$ cat config.mk
export PLATFORM = sky130hd
export DESIGN_NAME = ifetch_unit
export DESIGN_NICKNAME = d
export VERILOG_FILES = /design/src/rtl/ifetch_unit.sv
export SDC_FILE = /design/constraint.sdc
export NUM_CORES = 1
export LEC_CHECK = 0
export CORE_AREA = 4 4 103 105
export CTS_BUF_LIST = sky130_fd_sc_hd__clkbuf_16
export CTS_CLUSTER_SIZE = 14
export DETAILED_ROUTE_END_ITERATION = 8
export DIE_AREA = 0 0 107 109
export DONT_BUFFER_PORTS = 1
export SYNTH_ARGS = -nofsm -noshare
export SYNTH_HDL_FRONTEND = slang
export SYNTH_SLANG_ARGS = --single-unit
$ cat constraint.sdc
create_clock -name clk -period 4.1 [get_ports clk]
set_clock_uncertainty 0.1 [all_clocks]
set_input_delay 0.82 -clock clk [delete_from_list [all_inputs] [get_ports clk]]
set_output_delay 0.82 -clock clk [all_outputs]
set_load 0.03 [all_outputs]
$ cat src/rtl/ifetch_unit.sv
// Instruction-fetch bus unit: issues one bus request per accepted PC, buffers the
// returned instruction for the fetch stage and drops stale data on branch redirects.
package common;
    typedef logic [63:0] u64;
    typedef logic [31:0] u32;

    typedef struct packed {
        logic valid;
        u64   addr;
    } ibus_req_t;

    typedef struct packed {
        logic addr_ok;
        logic data_ok;
        u32   data;
    } ibus_resp_t;
endpackage

module ifetch_unit
    import common::*;
(
    input  logic       clk,
    input  logic       reset,
    input  u64         pc_i,
    input  logic       fetch_en,
    input  logic       redirect_i,
    input  logic       ready_i,
    output logic       accept_o,
    output ibus_req_t  ireq,
    input  ibus_resp_t iresp,
    output logic       valid_o,
    output u32         instr_o,
    output u64         pc_o,
    output logic       misalign_o
);

    typedef enum logic [1:0] {
        IDLE,
        WAIT,
        HOLD,
        DRAIN
    } state_t;

    state_t r_state;
    state_t w_next;
    u64     r_req_pc;
    u32     r_buf_instr;
    logic   r_buf_mis;

    logic   w_accept;
    logic   w_aligned;
    logic   w_capture;
    logic   w_unused_addr_ok;

    // Completion is signalled by data_ok alone; addr_ok carries no meaning here.
    assign w_unused_addr_ok = iresp.addr_ok;

    always_comb begin
        w_accept  = fetch_en && ((r_state == IDLE) ||
                                 ((r_state == HOLD) && (ready_i || redirect_i)));
        w_aligned = (pc_i[1:0] == 2'b00);
        w_capture = (r_state == WAIT) && iresp.data_ok && !redirect_i;
        w_next    = r_state;
        case (r_state)
            IDLE: begin
                if (w_accept) w_next = w_aligned ? WAIT : HOLD;
            end
            WAIT: begin
                if (iresp.data_ok)   w_next = redirect_i ? IDLE : HOLD;
                else if (redirect_i) w_next = DRAIN;
            end
            HOLD: begin
                // Redirect and consume both release the buffer; a new PC may refill it at once.
                if (redirect_i || ready_i) begin
                    if (w_accept) w_next = w_aligned ? WAIT : HOLD;
                    else          w_next = IDLE;
                end
            end
            DRAIN: begin
                if (iresp.data_ok) w_next = IDLE;
            end
            default: w_next = IDLE;
        endcase
    end

    always_ff @(posedge clk) begin
        if (reset) begin
            r_state     <= IDLE;
            r_req_pc    <= '0;
            r_buf_instr <= '0;
            r_buf_mis   <= 1'b0;
        end else begin
            r_state <= w_next;
            if (w_accept) begin
                r_req_pc <= pc_i;
                if (!w_aligned) begin
                    r_buf_mis   <= 1'b1;
                    r_buf_instr <= '0;
                end
            end
            if (w_capture) begin
                r_buf_instr <= iresp.data;
                r_buf_mis   <= 1'b0;
            end
        end
    end

    assign accept_o   = w_accept;
    assign ireq.valid = (r_state == WAIT) || (r_state == DRAIN);
    assign ireq.addr  = r_req_pc;
    assign valid_o    = (r_state == HOLD);
    assign instr_o    = r_buf_instr;
    assign pc_o       = r_req_pc;
    assign misalign_o = r_buf_mis;

endmodule

==> results.txt <==
# DRC - 0
Routed met3 length - 1380 µm
Clk Latency, worst-skew pair - 330 ps
Worst R2R Start - r_state[0]$_SDFFE_PP0P_
Sw Ratio - 0.292
Worst VDD drop - 0.168 mV
Leakage - 1.39 nW
Vias post-DR - 2975
Initial antenna violation count - 0
Crit. End Element - output port
Fin Hold WS - 442 ps
Largest net degree at the start of global routing - 70
Final #Nets - 467
Worst r2r path cells - 3
DRT Pass-1 Iters - 4
First-pass GRT wire length - 15600 µm
Die ar. - 11700 µm²
Worst-Margin Slew - 1190 ps
Gpl congestion - 0.734
Final Hold Viols - 0
Fmax - 0.379 GHz
Top Ports - 267
WL met1 - 4130 µm
Worst Path Arrival - 1720 ps
Antenna Nets Post-Route - 0
Placed Cells - 486
Std cell rows - 36
Cts bufs inserted - 9
Area growth, synth to finish - -4.48%
Routed vias/inst - 5.93
Peak per-stage delay on the critical path - 540 ps
Pre-CTS setup slack - 1500 ps
CORE AREA - 9640 µm²
Chip height - 109 µm
Most frequent cells in the layout - dfxtp_1 (99), o21ai_0 (65), nand3_1 (64), a21oi_1 (64), a22o_1 (32)
CTS tree - done
Initial Util - 0.426
Post-Syn Area per Cell - 8.96 µm²
Drt wl/cell - 20.7 µm
Postcts setup bufs - 0
Synth unique cells - 26
Slew Viols, Final - 0
Post-DP HPWL - 6900 µm
P_int - 1.52 mW
CTS Hold Bufs - 0
CP required - 3180 ps
Startpoint Class - flip-flop
RSZ-0062 raised after global routing - false
CP Max Fanout - 10
Clock Power Share - 0.375
Clock-pin slew on the worst setup and hold paths - 60 ps
ANT cells - 0
Maxcap violations - 0
Net Switching - 624 µW
Post-synthesis cell area - 4100 µm²
Critical Path Source - r_state[0]$_SDFFE_PP0P_
Post-synthesis net count - 561
Vias in the first global route - 2853
Hold Path End - r_state[1]$_SDFFE_PP0P_
Total track usage - 0.169
Hold Crit Depth - 2
Sequential share of power - 0.567
Final setup viols - 0
Commonest non-fill, non-tap cell in the layout - dfxtp_1
Seq/Total Area, Yosys - 0.483
Comb pwr share - 0.059
Crit Path Category - reg2out
Yosys reg bits - 99
Setup_tns - 0 ps
First DRT Iteration DRCs - 221
Share of layout cells above drive strength 1 - 0.0650
Global route total overflow - 0
Reg-to-reg slack, setup - 1500 ps
Max clock buf depth - 2
Run status - finished, final reports clean
Root Driver - clkbuf_16
Crit-path cells - nand2b_2 -> nor2_1
Fillers - 996
Final period demand of the worst path - 2640 ps
Worst setup margin - 1460 ps
Syn. warnings - 0
Cells after synthesis - 458
Routed wire length - 10400 µm
Power Density - 546 nW/µm²
Non-filler cells, final - 502
Tcrit/Tclk final - 0.643
CTS Sinks - 99
Reg2reg end - instr_o[31]$_SDFFE_PP0P_
Uppermost routed layer - met4
Cell with the largest stage delay on the worst path - dfxtp_1
Post_cts resized - 0
Rel. slew slack - 0.206
Depth of the CTS H-tree - 3
Met2 wire length - 4770 µm
Die width - 107 µm
Worst hold path type - reg2reg
Hold Startpoint - r_state[1]$_SDFFE_PP0P_
# port buffers - 0
## per-layer routing
metal	GRT usage	vias up
met2	0.268	195
met4	0.0630	0
met1	0.195	1401
met5	0	-
li1	-	1371
met3	0.0888	8
## final cells by class
| class | count | area, µm² | share of cell area |
|---|---|---|---|
| clock inverter | 7 | 61.3 | 0.0156 |
| tap | 133 | 166 | 0.0425 |
| inverter | 1 | 3.75 | 0.000958 |
| timing repair buffer | 4 | 30.0 | 0.00766 |
| multi-input combinational | 249 | 1450 | 0.370 |
| sequential | 99 | 1980 | 0.506 |
| clock buffer | 9 | 225 | 0.0575 |
## registers in the layout, indices dropped and copies added, names as in the netlist
register	cells
instr_o	32
misalign_o	1
pc_o	64
r_state	2
## synth_stat cells
cell | n | area, µm²
o22ai_1 | 1 | 6.26
buf_1 | 5 | 18.8
a211o_1 | 1 | 8.76
or3b_4 | 1 | 11.3
a21oi_1 | 64 | 320
o21ai_0 | 65 | 325
buf_6 | 3 | 33.8
buf_2 | 11 | 55.1
nand3_1 | 64 | 320
mux2i_1 | 1 | 10.0
nor3b_2 | 1 | 12.5
a22o_1 | 32 | 280
nand2b_1 | 2 | 12.5
nor2_1 | 5 | 18.8
or2_2 | 1 | 6.26
a221oi_1 | 2 | 17.5
a31oi_1 | 1 | 6.26
o21a_1 | 1 | 7.51
inv_1 | 1 | 3.75
clkbuf_1 | 26 | 97.6
nor2b_1 | 4 | 25.0
dfxtp_1 | 99 | 1980
and4bb_1 | 1 | 12.5
a311oi_4 | 1 | 26.3
nor3_1 | 1 | 5.00
buf_4 | 64 | 480
## metrics by stage
step	total power [mW]	util	instance area (µm²)
after floorplan	1.39	-	4100
after global placement	1.36	0.377	3630
after detailed placement	1.36	0.377	3630
after CTS	2.17	0.407	3920
after global routing	2.24	0.407	3920
final	2.14	0.407	3920
## worst max-delay path, delay by kind of cell (launching register included)
| family | cells | cell delay (ps) |
|---|---|---|
| and+or+nand+nor | 2 | 840 |
| DFF | 1 | 540 |
## worst max path at each step
stage	end	slack, ps
after floorplan	accept_o	1510
after global routing	instr_o[23]$_SDFFE_PP0P_	1290
after detailed placement	instr_o[14]$_SDFFE_PP0P_	1500
after CTS	accept_o	1390
final	accept_o	1460
after global placement	instr_o[8]$_SDFFE_PP0P_	1520
## power groups by stage
stage | registers, mW | clock network [mW] | logic (mW)
2_1_floorplan | 1.14 | 0 | 0.255
3_3_place_gp | 1.23 | 0 | 0.123
3_5_place_dp | 1.24 | 0 | 0.128
4_1_cts | 1.21 | 0.829 | 0.129
5_1_grt | 1.22 | 0.876 | 0.144
6_report | 1.21 | 0.802 | 0.126
## logic make-up (layout without fill, tap and decap cells)
kind of cell | count (synthesis) | in the layout | synth area share
buf+inv | 110 | 21 | 0.168
compound gates | 168 | 168 | 0.243
flops | 99 | 99 | 0.483
mux | 1 | 1 | 0.00244
simple gates | 80 | 80 | 0.103
(Power assumes the default switching activity.)
